<file path="src/rtl/rf_writeback_ctrl_if.sv">
// rf_writeback_ctrl_if: bundles the ALU, load-return, issue, hazard-check and register-file write signals.
//   master: the pipeline side; it drives the ALU results, load returns, issues and check addresses.
//   slave : the controller side; it drives ld_ready, iss_ready, hazard, rf_we/rf_wa/rf_wd and fifo_count.
interface rf_writeback_ctrl_if #(
  parameter int XLEN  = 32,
  parameter int DEPTH = 4
);
  logic                    alu_valid;
  logic [4:0]              alu_rd;
  logic [XLEN-1:0]         alu_data;
  logic                    ld_valid;
  logic                    ld_ready;
  logic [4:0]              ld_rd;
  logic [XLEN-1:0]         ld_data;
  logic                    iss_valid;
  logic [4:0]              iss_rd;
  logic                    iss_ready;
  logic [4:0]              chk_ra1;
  logic [4:0]              chk_ra2;
  logic                    hazard;
  logic                    rf_we;
  logic [4:0]              rf_wa;
  logic [XLEN-1:0]         rf_wd;
  logic [$clog2(DEPTH):0]  fifo_count;
  modport master (
    output alu_valid, alu_rd, alu_data, ld_valid, ld_rd, ld_data, iss_valid, iss_rd, chk_ra1, chk_ra2,
    input  ld_ready, iss_ready, hazard, rf_we, rf_wa, rf_wd, fifo_count
  );
  modport slave (
    input  alu_valid, alu_rd, alu_data, ld_valid, ld_rd, ld_data, iss_valid, iss_rd, chk_ra1, chk_ra2,
    output ld_ready, iss_ready, hazard, rf_we, rf_wa, rf_wd, fifo_count
  );
endinterface

</file>
<file path="src/rtl/rf_writeback_ctrl.sv">
// rf_writeback_ctrl: merges ALU results and buffered load returns into the single register-file write port and tracks pending loads.
//   clk   : rising-edge clock
//   rst_n : asynchronous active-low reset
//   bus   : rf_writeback_ctrl_if.slave (ALU/load/issue inputs, hazard check, registered rf write, FIFO occupancy)
module rf_writeback_ctrl #(
  parameter int XLEN  = 32,
  parameter int DEPTH = 4
) (
  input  logic              clk,
  input  logic              rst_n,
  rf_writeback_ctrl_if.slave bus
);
  localparam int AW = $clog2(DEPTH);
  logic [4:0]      q_rd [DEPTH];
  logic [XLEN-1:0] q_d  [DEPTH];
  logic [AW-1:0]   wp, rp;
  logic [AW:0]     cnt;
  logic [31:0]     busy, busy_nxt;
  logic            we_q;
  logic [4:0]      wa_q;
  logic [XLEN-1:0] wd_q;
  logic            alu_wr, push, pop, iss_acc, haz1, haz2;
  // ALU has priority; the FIFO only drains on cycles without a real ALU write.
  always_comb begin
    alu_wr   = bus.alu_valid && bus.alu_rd != 5'd0;
    pop      = !alu_wr && cnt != '0;
    push     = bus.ld_valid && bus.ld_ready && bus.ld_rd != 5'd0;
    iss_acc  = bus.iss_valid && bus.iss_ready && bus.iss_rd != 5'd0;
    busy_nxt = busy;
    if (pop) busy_nxt[q_rd[rp]] = 1'b0;
    // set is applied after clear so a same-cycle issue to the popping register keeps it busy
    if (iss_acc) busy_nxt[bus.iss_rd] = 1'b1;
    busy_nxt[0] = 1'b0;
  end
  // a register is unreadable while its load is pending or while its write is still in flight on the port
  always_comb begin
    haz1 = bus.chk_ra1 != 5'd0 && (busy[bus.chk_ra1] || (we_q && wa_q == bus.chk_ra1));
    haz2 = bus.chk_ra2 != 5'd0 && (busy[bus.chk_ra2] || (we_q && wa_q == bus.chk_ra2));
  end
  assign bus.hazard     = haz1 || haz2;
  assign bus.ld_ready   = cnt != (AW+1)'(DEPTH);
  assign bus.iss_ready  = !busy[bus.iss_rd];
  assign bus.fifo_count = cnt;
  assign bus.rf_we      = we_q;
  assign bus.rf_wa      = wa_q;
  assign bus.rf_wd      = wd_q;
  // storage needs no reset: the pointers and count define which entries are live
  always_ff @(posedge clk) begin
    if (push) begin
      q_rd[wp] <= bus.ld_rd;
      q_d[wp]  <= bus.ld_data;
    end
  end
  always_ff @(posedge clk or negedge rst_n) begin
    if (!rst_n) begin
      wp   <= '0;
      rp   <= '0;
      cnt  <= '0;
      busy <= '0;
      we_q <= 1'b0;
      wa_q <= '0;
      wd_q <= '0;
    end else begin
      wp   <= wp + AW'(push);
      rp   <= rp + AW'(pop);
      cnt  <= cnt + (AW+1)'(push) - (AW+1)'(pop);
      busy <= busy_nxt;
      we_q <= alu_wr || pop;
      if (alu_wr) begin
        wa_q <= bus.alu_rd;
        wd_q <= bus.alu_data;
      end else if (pop) begin
        wa_q <= q_rd[rp];
        wd_q <= q_d[rp];
      end
    end
  end
endmodule

</file>
<file path="src/flat_wrapper.sv">
// flat-port wrapper written by rule: the top's interface ports become plain ports
module rf_writeback_ctrl_flat 
#(
  parameter int XLEN  = 32,
  parameter int DEPTH = 4
)
  (clk, rst_n, bus_alu_valid, bus_alu_rd, bus_alu_data, bus_ld_valid, bus_ld_rd, bus_ld_data, bus_iss_valid, bus_iss_rd, bus_chk_ra1, bus_chk_ra2, bus_ld_ready, bus_iss_ready, bus_hazard, bus_rf_we, bus_rf_wa, bus_rf_wd, bus_fifo_count);
  rf_writeback_ctrl_if #(.XLEN(XLEN), .DEPTH(DEPTH)) bus_i ();
  input  logic clk;
  input  logic rst_n;
  input wire logic [$bits(bus_i.alu_valid)-1:0] bus_alu_valid;
  input wire logic [$bits(bus_i.alu_rd)-1:0] bus_alu_rd;
  input wire logic [$bits(bus_i.alu_data)-1:0] bus_alu_data;
  input wire logic [$bits(bus_i.ld_valid)-1:0] bus_ld_valid;
  input wire logic [$bits(bus_i.ld_rd)-1:0] bus_ld_rd;
  input wire logic [$bits(bus_i.ld_data)-1:0] bus_ld_data;
  input wire logic [$bits(bus_i.iss_valid)-1:0] bus_iss_valid;
  input wire logic [$bits(bus_i.iss_rd)-1:0] bus_iss_rd;
  input wire logic [$bits(bus_i.chk_ra1)-1:0] bus_chk_ra1;
  input wire logic [$bits(bus_i.chk_ra2)-1:0] bus_chk_ra2;
  output wire logic [$bits(bus_i.ld_ready)-1:0] bus_ld_ready;
  output wire logic [$bits(bus_i.iss_ready)-1:0] bus_iss_ready;
  output wire logic [$bits(bus_i.hazard)-1:0] bus_hazard;
  output wire logic [$bits(bus_i.rf_we)-1:0] bus_rf_we;
  output wire logic [$bits(bus_i.rf_wa)-1:0] bus_rf_wa;
  output wire logic [$bits(bus_i.rf_wd)-1:0] bus_rf_wd;
  output wire logic [$bits(bus_i.fifo_count)-1:0] bus_fifo_count;
  assign bus_i.alu_valid = bus_alu_valid;
  assign bus_i.alu_rd = bus_alu_rd;
  assign bus_i.alu_data = bus_alu_data;
  assign bus_i.ld_valid = bus_ld_valid;
  assign bus_i.ld_rd = bus_ld_rd;
  assign bus_i.ld_data = bus_ld_data;
  assign bus_i.iss_valid = bus_iss_valid;
  assign bus_i.iss_rd = bus_iss_rd;
  assign bus_i.chk_ra1 = bus_chk_ra1;
  assign bus_i.chk_ra2 = bus_chk_ra2;
  assign bus_ld_ready = bus_i.ld_ready;
  assign bus_iss_ready = bus_i.iss_ready;
  assign bus_hazard = bus_i.hazard;
  assign bus_rf_we = bus_i.rf_we;
  assign bus_rf_wa = bus_i.rf_wa;
  assign bus_rf_wd = bus_i.rf_wd;
  assign bus_fifo_count = bus_i.fifo_count;
  rf_writeback_ctrl #(.XLEN(XLEN), .DEPTH(DEPTH)) u_core (.clk(clk), .rst_n(rst_n), .bus(bus_i));
endmodule
</file>
<file path="config.mk">
export PLATFORM = sky130hd
export DESIGN_NAME = rf_writeback_ctrl_flat
export DESIGN_NICKNAME = d
export VERILOG_FILES = /design/src/rtl/rf_writeback_ctrl_if.sv /design/src/rtl/rf_writeback_ctrl.sv /design/src/flat_wrapper.sv
export SDC_FILE = /design/constraint.sdc
export NUM_CORES = 1
export LEC_CHECK = 0
export BUFFER_PORTS_ARGS = -buffer_cell sky130_fd_sc_hd__buf_4
export CAP_MARGIN = 10
export CORE_UTILIZATION = 59
export CTS_BUF_LIST = sky130_fd_sc_hd__clkbuf_8
export DETAILED_ROUTE_END_ITERATION = 16
export GPL_ROUTABILITY_DRIVEN = 0
export PLACE_DENSITY = 0.82
export REMOVE_ABC_BUFFERS = 1
export SYNTH_ARGS = -nofsm -noshare
export SYNTH_HDL_FRONTEND = slang
export SYNTH_SLANG_ARGS = --single-unit
</file>
<file path="constraint.sdc">
create_clock -name clk -period 4.97 [get_ports clk]
set_clock_uncertainty 0.05 [all_clocks]
set_input_delay 0.497 -clock clk [delete_from_list [all_inputs] [get_ports clk]]
set_output_delay 0.497 -clock clk [all_outputs]
set_load 0.03 [all_outputs]
</file>
# Yosys cells after proc, flatten, opt, wreduce, memory -nomap -nowiden
# Memory sizes are Yosys's and may differ from the RTL's.
# Index checks and enable logic that the tools add are counted.
# totals
register_bits,76
ramBits,148
in_bits,94
output_inout_bits,44
mem_count,2
# classes
n_bitwise,3
muxes,18
n_eq_ne,3
reduce_logical,25
order_cmp,6
addsub,4
# memory_table
name,words,width,read_ports,rd_ports_with_merged_regs,wr,line,text
u_core.q_d,4,32,1,0,1,rf_writeback_ctrl.sv:15,logic [XLEN-1:0] q_d [DEPTH];
u_core.q_rd,4,5,1,0,1,rf_writeback_ctrl.sv:14,logic [4:0] q_rd [DEPTH];
# ops
cell,n
2-to-1 mux 32 bit,4
bitwise AND 32 bit,1
NOT 32 bit,1
bitwise OR 32 bit,1
nonzero test 5 bit,5
"< comparator 5 x 6 -> 1 bit, second input constant",4
binary-select mux 1 bit (select 5 bit),3
logical AND 1 bit,12
demux 1 bit (select 5 bit),2
equality test 5 bit,2
">= comparator 5 x 1 -> 1 bit, second input constant",2
2-to-1 mux 5 bit,2
2-to-1 mux 1 bit,7
adder 2 x 1 -> 2 bit,2
logical OR 1 bit,4
adder 3 x 1 -> 3 bit,1
"!= test 3 bit, second input constant",1
nonzero test 3 bit,1
subtractor 3 x 1 -> 3 bit,1
logical NOT 1 bit,2
nonzero test 2 bit,1

# Depth between registers and ports, before layout
# An unclocked memory read counts as a cell.
# logic_depth
ltp_word,10
mapped_depth,9
mapped_depth_nobuf,9

# Worst setup path before layout
# No wires, ideal clock.
# synth_timing
path_type,flip-flop to flip-flop
from,reg u_core.cnt[1] (netlist: u_core.bus.fifo_count[1])
to,"mem u_core.q_d[1][0], enable pin"
path_slack_ns,0.428
n_path_buf,0
arrival_ns,4.007
path_stages_with_launch,5
path_cell_list,dfrtp_1 -> inv_1 -> nand3_1 -> o211ai_1 -> nor3b_1
# synth_via
elab_chain_cells,5
# synth_lines
item,line,text
from (decl),rf_writeback_ctrl.sv:17,logic [AW:0] cnt;
from (signal assigned),rf_writeback_ctrl.sv:66,cnt <= cnt + (AW+1)'(push) - (AW+1)'(pop);
!= test 3 bit,rf_writeback_ctrl.sv:41,assign bus.ld_ready = cnt != (AW+1)'(DEPTH);
via bus_ld_ready,flat_wrapper.sv:21,output wire logic [$bits(bus_i.ld_ready)-1:0] bus_ld_ready;
logical AND 1 bit (2 in series),rf_writeback_ctrl.sv:27,push = bus.ld_valid && bus.ld_ready && bus.ld_rd != 5'd0;
2-to-1 mux 1 bit,rf_writeback_ctrl.sv:49,if (push) begin
2-to-1 mux 1 bit (not written as such),rf_writeback_ctrl.sv:51,q_d[wp] <= bus.ld_data;
to (decl),rf_writeback_ctrl.sv:15,
# The timed path passes the listed nets, and every way through them passes these cells.

# Worst setup path in the final report
# layout_timing
from,reg u_core.busy[16]
to,out bus_iss_ready
# layout_via
elab_chain_cells,3
# layout_lines
item,line,text
from (decl),rf_writeback_ctrl.sv:18,"logic [31:0] busy, busy_nxt;"
from (signal assigned),rf_writeback_ctrl.sv:67,busy <= busy_nxt;
binary-select mux 1 bit (select 5 bit),rf_writeback_ctrl.sv:42,assign bus.iss_ready = !busy[bus.iss_rd];
2-to-1 mux 1 bit (not written as such),rf_writeback_ctrl.sv:42,
logical NOT 1 bit,rf_writeback_ctrl.sv:42,
to (decl),flat_wrapper.sv:22,output wire logic [$bits(bus_i.iss_ready)-1:0] bus_iss_ready;
# Every way passes these cells. The select of a mux whose other input is x is not followed.

==> out/results.ini <==
[yosys]
synth_seq_area_share_pct=65.6
synth_area_um2=9670
ys_types=44
avgSynthCellArea_um2=15.2
ys_ff_latch=224
synth_edf_count=148
synth-main-ff-cell=edfxtp_1
syn_inst=636
yosysTopAreaCell=edfxtp_1
yosysWarnings=0
synthArstFlopShare_pct=33.9
yosysMostFrequentCell=edfxtp_1
synthTopCellsByCount=148 x edfxtp_1, 78 x nand2_1, 76 x dfrtp_1, 57 x mux4_2, 41 x o21ai_0
yosysTopAreaCellShare_pct=45.9
synth_area_leaders=edfxtp_1 46%, dfrtp_1 20%, mux4_2 13%

[setup_path]
worstPathCellList=mux4_2 > a32oi_1 > o221ai_2 > a211oi_1 > buf_4
critical_path_depth=5
cp.buffers_inverters=1
cp.arrival_ns=2.57
cp-end-kind=primary output
reg2reg_depth=5
required_ns=4.42
crit_type=reg -> out
critPathMaxStageDelay_ns=0.48
crit_fanout=16
cp_slowest_cell=mux4_2
cp-start-kind=flip-flop
cpLargestDelayFamily=compound AO/OA/AOI/OAI gates

[floorplan]
die_area_um2=16900
core_um2=15900
die_y_um=130
die_x_um=130
start_util_pct=60.7
num_rows=46
pin_count=138

[cts]
clk_pin_slew_worst_paths_ns=0.06
ctsHtreeMaxLevel=2
ctsResizeCount=0
cts_sinks=224
cts_tree=yes
clock_latency_ns=0.50
cts-buffers-inserted=34
cts-root-buf=clkbuf_8
cts_buffer_depth=3
post-cts-setup-buffers=0
cts_hold_buffers=0

[timing]
rsz0062_at_grt=false
hold_viol_final=0
tightestPinTransition_ns=1.02
max_clock_freq_mhz=321
period_share_pct=62.7
max_slew_margin_pct=31.9
finalSetupTns_ns=0
drv_slew=0
period_needed_ns=3.12
setup_viol=0

[power_and_ir_drop]
clkPwrFrac_pct=21.3
p_leak_nw=4.43
p_switching_mw=2.37
power.density_nw_per_um2=581
comb_power_share_pct=34.2
switching_share_pct=35.3
irDropWorstVdd_mv=0.330
p_int_mw=4.35
p_seq_share_pct=44.5

[route]
wl_per_cell_um=21.7
viasPerCell=6.22
drc_errors=0
antenna_left=0
met2_wirelength_um=11400
first_iter_violations=609
wl_met3_um=1710
top_layer_used=met4
drt-met1-wl_um=8460
vias=6366
routed_wl_um=22200
dr.pass1.iters=5

[finish]
layout.nets=882
fillers=974
final_cell_area_um2=11500
area_delta_synth_final_pct=19.4
drive_gt1_share_pct=32.4
n_antenna_cell=0
final_cells=1024

[placement]
dp.cells=963
dp_hpwl_um=14500
io_buffers=137
dpl_cell_area_um2=10900

[grt]
grt_pass1_wl_um=34200
grt_max_degree=77
grt_pass1_vias=6570
overflow=0
grtUsageTotal_pct=27.2
antenna_found_initial=0

[flow_run]
max_cap_violations=0

[outcome]
run_status=complete, no violations

[min_path]
hp-class=in -> async

[per-layer routing]
layer / vias to the layer above / GRT usage (%)
met5: - / 0
met4: 0 / 10.6
met3: 52 / 5.95
met2: 329 / 47.2
met1: 3217 / 33.6
li1: 2768 / -
[placed cells by master (no fill, tap or decap), types with 4 or more instances in the layout]
cell type / netlist / final
mux2i_1: 11 / 11
clkbuf_8: 0 / 39
edfxtp_1: 148 / 148
ha_1: 4 / 4
nand2b_1: 4 / 4
nand4_1: 4 / 4
nor2_1: 40 / 40
buf_4: 0 / 146
or4_1: 4 / 4
o21ai_1: 9 / 9
nor2b_1: 6 / 6
o31ai_1: 17 / 17
nand3_1: 5 / 5
clkinv_1: 0 / 7
a31oi_1: 33 / 33
xor2_1: 11 / 11
inv_1: 11 / 20
dfrtp_1: 76 / 74
o21ai_0: 41 / 41
clkinv_2: 0 / 4
mux4_2: 57 / 57
nand2_1: 78 / 78
[cell families after synthesis]
family | count (synthesis) | share of synthesized area (%)
and+or+nand+nor | 163 | 7.61
adders and majority gates | 5 | 0.724
xor gates and xnor gates | 14 | 1.27
DFF | 224 | 65.6
AOI/OAI and AO/OA | 110 | 6.97
buffers and inverters | 46 | 2.25
muxes | 74 | 15.6
[worst register-to-register path: stages (launching register included)]
cell     delay [ns]
dfrtp_2        0.86
buf_4          0.46
mux4_2         0.63
or3_1          0.38
o21ai_0        0.20
o31ai_1        0.11
[power groups by stage]
stage / Clock, mW / Combinational [mW] / Sequential (mW)
finish: 1.43 / 2.30 / 2.99
detailed placement: 0 / 2.28 / 3.00
global placement: 0 / 2.20 / 2.95
CTS: 1.45 / 2.30 / 2.98
global route: 1.52 / 2.46 / 3.04
floorplan: 0 / 1.27 / 3.16
[final cells by class]
cell class              instances  area, um^2  share of cell area (%)
multi-input cells             366        3140                    27.2
clock inverters                22         118                    1.02
flip-flops and latches        224        6350                    55.0
repair buffers                146        1100                    9.49
clock buffers                  39         537                    4.65
inverters                      11        41.3                   0.357
well taps                     216         270                    2.34
[state kept, by name, indices dropped and copies added, names as in the netlist]
name                   flops
u_core.bus.rf_wa           5
u_core.bus.rf_wd          32
u_core.q_d               128
u_core.q_rd               20
u_core.bus.fifo_count      3
u_core.rp                  2
u_core.wp                  2
u_core.bus.rf_we           1
u_core.busy               31
[final timing paths]
check / from / end / slack (ns)
max in group asynchronous: rst_n / u_core.rp[0] / 4.08
min in group clk: bus_ld_data[22] / u_core.q_d[3][22] / 0.15
worst min register to register: u_core.bus.rf_wd[4] / u_core.bus.rf_wd[4] / 0.49
worst max-delay path: u_core.busy[16] / bus_iss_ready / 1.85
worst min-delay path: rst_n / u_core.bus.rf_wa[3] / 0.12
worst max register to register: u_core.rp[0] / u_core.busy[3] / 2.13
[stage by stage]
stage / setup slack [ns] / util, % / hold slack, ns / total power [mW]
finish: 1.85 / 72.4 / 0.121 / 6.71
global route: 1.76 / 72.4 / 0.140 / 7.02
CTS: 1.88 / 72.4 / 0.137 / 6.73
detailed placement: 2.00 / 68.3 / 0.480 / 5.28
global placement: 2.12 / 68.3 / 0.477 / 5.15
floorplan: 0.428 / - / 0.151 / 4.42
Power figures use the tool's default switching activity.
